--- config.mk ---
export PLATFORM = sky130hd
export DESIGN_NAME = phase_timer
export DESIGN_NICKNAME = d
export VERILOG_FILES = /design/src/rtl/phase_timer.sv
export SDC_FILE = /design/constraint.sdc
export NUM_CORES = 1
export LEC_CHECK = 0
export ABC_CLOCK_PERIOD_IN_PS = 3900
export CAP_MARGIN = 20
export CORE_MARGIN = 3
export CORE_UTILIZATION = 55
export CTS_CLUSTER_DIAMETER = 200
export DETAILED_ROUTE_END_ITERATION = 12
export GPL_TIMING_DRIVEN = 0
export PLACE_DENSITY = 0.8
export RECOVER_POWER = 25
export SLEW_MARGIN = 20
export SYNTH_ARGS = -nofsm -noshare
export SYNTH_HDL_FRONTEND = slang
export SYNTH_SLANG_ARGS = --single-unit
--- constraint.sdc ---
create_clock -name clk -period 3.9 [get_ports clk]
set_input_delay 0.975 -clock clk [delete_from_list [all_inputs] [get_ports clk]]
set_output_delay 0.975 -clock clk [all_outputs]
set_load 0.005 [all_outputs]
--- src/rtl/phase_timer.sv ---
`default_nettype none
// ============================================================================
// Module   : phase_timer
// Purpose  : Interval timer for the traffic-light sequencer. Loads a phase
//            duration in whole seconds, counts it out against the system
//            clock and returns a one-cycle 'finished' strobe. It returns a
//            'finished' level while idle or disabled.
// Ports    : clk            - system clock (CLK_HZ cycles per second)
//            reset          - synchronous, active-low reset
//            enable_general - system enable, 0 forces the timer idle
//            secondsToCount - duration of the next phase, sampled in LOAD
//            pause          - (PHASE_TIMER_PAUSE_EN only) freezes COUNT
//            finished       - phase-complete strobe / idle level
//            busy           - high while counting
//            seconds_left   - remaining whole seconds of the current phase
// Options  : define PHASE_TIMER_PAUSE_EN to add the 'pause' input.
// Revision : 1.0 - initial release
// ============================================================================
module phase_timer #(
  parameter int CLK_HZ = 10000,
  parameter int SEC_W  = 16
) (
  input  logic             clk,
  input  logic             reset,
  input  logic             enable_general,
  input  logic [SEC_W-1:0] secondsToCount,
`ifdef PHASE_TIMER_PAUSE_EN
  input  logic             pause,
`endif
  output logic             finished,
  output logic             busy,
  output logic [SEC_W-1:0] seconds_left
);

  localparam int              PS_W   = (CLK_HZ > 1) ? $clog2(CLK_HZ) : 1;
  localparam logic [PS_W-1:0] PS_MAX = PS_W'(CLK_HZ - 1);

  typedef enum logic [1:0] {
    S_IDLE  = 2'd0,
    S_LOAD  = 2'd1,
    S_COUNT = 2'd2,
    S_DONE  = 2'd3
  } state_t;

  state_t           state_q, state_d;
  logic [PS_W-1:0]  ps_q,    ps_d;
  logic [SEC_W-1:0] sec_q,   sec_d;
  logic [SEC_W-1:0] dur_q,   dur_d;
  logic             fin_q,   fin_d;
  logic             busy_q,  busy_d;
  logic [SEC_W-1:0] left_q,  left_d;
  logic             count_hold;

`ifdef PHASE_TIMER_PAUSE_EN
  assign count_hold = pause;
`else
  assign count_hold = 1'b0;
`endif

  // Outputs are registered: each *_d below is the value the output takes
  // while the FSM sits in state_d.
  always_comb begin
    state_d = state_q;
    ps_d    = ps_q;
    sec_d   = sec_q;
    dur_d   = dur_q;
    fin_d   = 1'b0;
    busy_d  = 1'b0;
    left_d  = left_q;

    if (!enable_general) begin
      state_d = S_IDLE;
      ps_d    = '0;
      sec_d   = '0;
      dur_d   = '0;
      fin_d   = 1'b1;
      left_d  = '0;
    end else begin
      unique case (state_q)
        S_IDLE: begin
          state_d = S_LOAD;
          left_d  = '0;
        end

        S_LOAD: begin
          dur_d  = secondsToCount;
          ps_d   = '0;
          sec_d  = '0;
          left_d = secondsToCount;
          if (secondsToCount == '0) begin
            state_d = S_DONE;
            fin_d   = 1'b1;
          end else begin
            state_d = S_COUNT;
            busy_d  = 1'b1;
          end
        end

        S_COUNT: begin
          busy_d = 1'b1;
          if (!count_hold) begin
            if (ps_q == PS_MAX) begin
              ps_d = '0;
              // sec_q < dur_q always holds here, so the last second is
              // recognised one step early and sec_q never reaches dur_q.
              if (sec_q == dur_q - SEC_W'(1)) begin
                state_d = S_DONE;
                busy_d  = 1'b0;
                fin_d   = 1'b1;
                left_d  = '0;
              end else begin
                sec_d  = sec_q + SEC_W'(1);
                left_d = dur_q - (sec_q + SEC_W'(1));
              end
            end else begin
              ps_d = ps_q + PS_W'(1);
            end
          end
        end

        S_DONE: begin
          state_d = S_LOAD;
          left_d  = '0;
        end

        default: begin
          state_d = S_IDLE;
          fin_d   = 1'b1;
          left_d  = '0;
        end
      endcase
    end
  end

  always_ff @(posedge clk) begin
    if (!reset) begin
      state_q <= S_IDLE;
      ps_q    <= '0;
      sec_q   <= '0;
      dur_q   <= '0;
      fin_q   <= 1'b1;
      busy_q  <= 1'b0;
      left_q  <= '0;
    end else begin
      state_q <= state_d;
      ps_q    <= ps_d;
      sec_q   <= sec_d;
      dur_q   <= dur_d;
      fin_q   <= fin_d;
      busy_q  <= busy_d;
      left_q  <= left_d;
    end
  end

  assign finished     = fin_q;
  assign busy         = busy_q;
  assign seconds_left = left_q;

endmodule
`default_nettype wire
==> qor.txt <==
Max incr delay on CP: 0.45 ns
Final Critical Period: 3.56 ns
Least-Margin Pin Slew: 0.731 ns
Net Sw Frac: 26.1%
Comb power frac: 15.4%
Max-slew violations: 0
Initial antenna violation count: 0
Starting Density: 58.2%
Crit path DAT: 3.80 ns
Post-synth EDFFs: 0
Core Region: 0.00745 sq mm
Seq cells post-synth: 66
Total GRT Usage: 26.8%
Syn Inst Count: 531
Hpwl dp: 8690 um
Crit path max fanout: 6
Vias per Instance: 5.91
Power Density: 322 mW/mm^2
Chip width: 94.7 um
Max Cap Viol: 0
Clock share of power: 42.0%
Sequential area share after synthesis: 30.5%
Post-synth ARST share: 0%
GPL Wtd Cong: 0.935
Critical path data required time: 4.13 ns
Static Leakage: 0.00196 uW
Root buf cell: clkbuf_8
Residual DRC: 0
CTS H-tree lvls: 3
Setup violations, final: 0
Synth Area per Inst: 8.16 sq um
Maximum VDD drop: 0.219 mV
Internal power: 1210 uW
Synth Warn #: 0
Layout Nets: 619
Ys flop type: dfxtp_1
Post-DP Area: 0.00482 sq mm
Worst-path clk slew: 0.08 ns
Total grt overflow: 0
Layout Skew: 0.0126 ns
Status: completed
WL/cell: 16.6 um
Max stage delay cell, worst path: dfxtp_1
TritonCTS clock tree: done
Mapped Nets: 572
Layout area overhead: 16.9%
Fin. Hold Viols: 0
Final period util: 91.4%
Critical Path End Type: register
Largest net degree at the start of global routing: 12
RSZ-0062 raised after global routing: no
FP Rows: 31
Final instance area: 0.00506 sq mm
Mapped cell area: 0.00433 sq mm
CP Class: reg -> reg
Die height: 94.7 um
Setup TNS: 0 ns
Post-CTS Repair Setup Buffers: 0
Worst-path cell chain: ha_1 -> nand3_1 -> nor2_1 -> xnor2_1 -> ha_1 -> a21oi_2 -> inv_1 -> o41ai_2 -> nor2_1 -> o41a_1 -> mux2i_1 -> a32oi_1 -> a21oi_1
DR vias: 4032
Number of port buffers: 36
Final Routed Wirelength: 11300 um
Number of global-route vias before repair: 3848
Cts hold-fix bufs: 0
Routed Antenna Nets: 0
Sink Count: 66
Yosys cell types: 61
Sequential share of power: 42.6%
Fmax: 281 MHz
Net Sw Power: 425 uW
Full die area: 0.00898 sq mm
Total CTS buffers: 9
Diode count: 0
First-pass GRT wire length: 18700 um
Crit start category: register
Longest Clk Path Bufs: 2
Clock latency on the worst-skew pair: 0.36 ns
Worst Hold Class: reg -> reg
Drt first pass iters: 5
First DRT Iteration DRCs: 288
Slew HR: 51.3%
Ports: 37
Share of post-route cells with drive strength above 1: 9.09%
[power groups by stage]
stage	registers [uW]	clock network (uW)	logic, uW
CTS	695	691	250
finish	695	685	252
floorplan	709	0	170
detailed placement	711	0	248
global placement	710	0	244
global route	696	719	276
[metrics by stage]
stage | hold slack [ns] | total power (uW) | instances | utilization [%] | setup WS (ns)
3_3_place_gp | 0.470 | 954 | 666 | 64.7 | 0.153
5_1_grt | 0.503 | 1690 | 682 | 68.0 | 0.0251
6_report | 0.499 | 1630 | 682 | 68.0 | 0.336
2_1_floorplan | 0.453 | 880 | 531 | - | 0.735
4_1_cts | 0.494 | 1640 | 682 | 67.9 | 0.0592
3_5_place_dp | 0.476 | 958 | 666 | 64.7 | 0.0888
[what timing repair did]
item,CTS,global route
hold endpoints to repair,0,0
gates resized for setup,0,2
endpoints found under the setup margin,0,2
[final timing paths]
check / from / to / slack (ns) / depth (start not counted)
setup / recovery: sec_q[0]$_SDFFE_PN0P_ / seconds_left[15]$_SDFFE_PN0P_ / 0.34 / 13
hold / removal: sec_q[15]$_SDFFE_PN0P_ / sec_q[15]$_SDFFE_PN0P_ / 0.50 / 1
hold reg to reg: sec_q[15]$_SDFFE_PN0P_ / sec_q[15]$_SDFFE_PN0P_ / 0.50 / 1
setup reg to reg: sec_q[0]$_SDFFE_PN0P_ / seconds_left[15]$_SDFFE_PN0P_ / 0.34 / 13
[worst max-delay path: cells and delay by family (launching register included)]
kind	cells	cell delay, ns
AOI/OAI and AO/OA	5	1.38
and+or+nand+nor	3	0.55
adders and majority gates	2	0.59
buffers and inverters	1	0.09
xor gates and xnor gates	1	0.23
DFF	1	0.45
muxes	1	0.14
[layout make-up]
type	count	area, sq um
Tap cell	99	124
Inverter	15	56.3
Buffer	25	124
Multi-Input combinational cell	425	2840
Clock buffer	12	165
Clock inverter	4	72.6
Timing Repair Buffer	36	360
Fill cell	641	2380
Sequential cell	66	1320
[synth_stat cells, types with 3 or more instances]
cell       n  area share [%]
nor4_1     7             1.0
ha_1      21             6.1
nor2_1    87             7.5
and2_1     4            0.58
a211oi_1   3            0.52
nand2_1   46             4.0
nand3_1   19             2.2
clkbuf_1  12             1.0
nor3_1    14             1.6
o21ai_0   30             3.5
a221oi_1   4            0.81
and3_1     8             1.2
a21oi_2    3            0.61
dfxtp_1   66              31
xnor2_1   22             4.4
a21oi_1   23             2.7
inv_1     15             1.3
nand2b_1   3            0.43
xor2_1    24             4.9
a221oi_2   8             2.8
nor2b_1    8             1.2
a21o_1    11             1.9
nand3b_1   4            0.69
buf_2      9             1.0
nand4_1    5            0.72
o21ai_1    6            0.69
mux2i_1   23             5.3
o21a_1     5            0.87
[state kept, by name (all words and copies together), names as in the netlist]
name	flops
dur_q	16
sec_q	16
seconds_left	16
ps_q	14
state_q	2
busy	1
finished	1
[cell families after synthesis]
| kind of cell | Yosys count | share of synthesized area, % |
|---|---|---|
| compound gates | 116 | 20.5 |
| xor+xnor | 46 | 9.30 |
| fa+ha+maj | 22 | 6.53 |
| buf+inv | 40 | 4.16 |
| flops | 66 | 30.5 |
| mux | 24 | 5.57 |
| simple gates | 217 | 23.5 |
[placed cells by master, fill, tap and decap left out, types with 14 or more instances in the layout]
master	netlist	final
nand3_1	19	19
mux2i_1	23	23
ha_1	21	21
dfxtp_1	66	66
o21ai_0	30	30
inv_1	15	15
nor3_1	14	14
clkdlybuf4s50_1	0	23
nand2_1	46	46
nor2_1	87	87
a21oi_1	23	22
xor2_1	24	24
xnor2_1	22	22
[metal layers]
metal	global-route usage [%]	routed length (um)	up-vias
met3	5.34	637	24
met5	0	0	-
met1	34.5	5080	1905
met2	43.9	5310	128
met4	10.5	300	0
li1	-	-	1975
No activity file was read; power rests on OpenSTA's default activity.
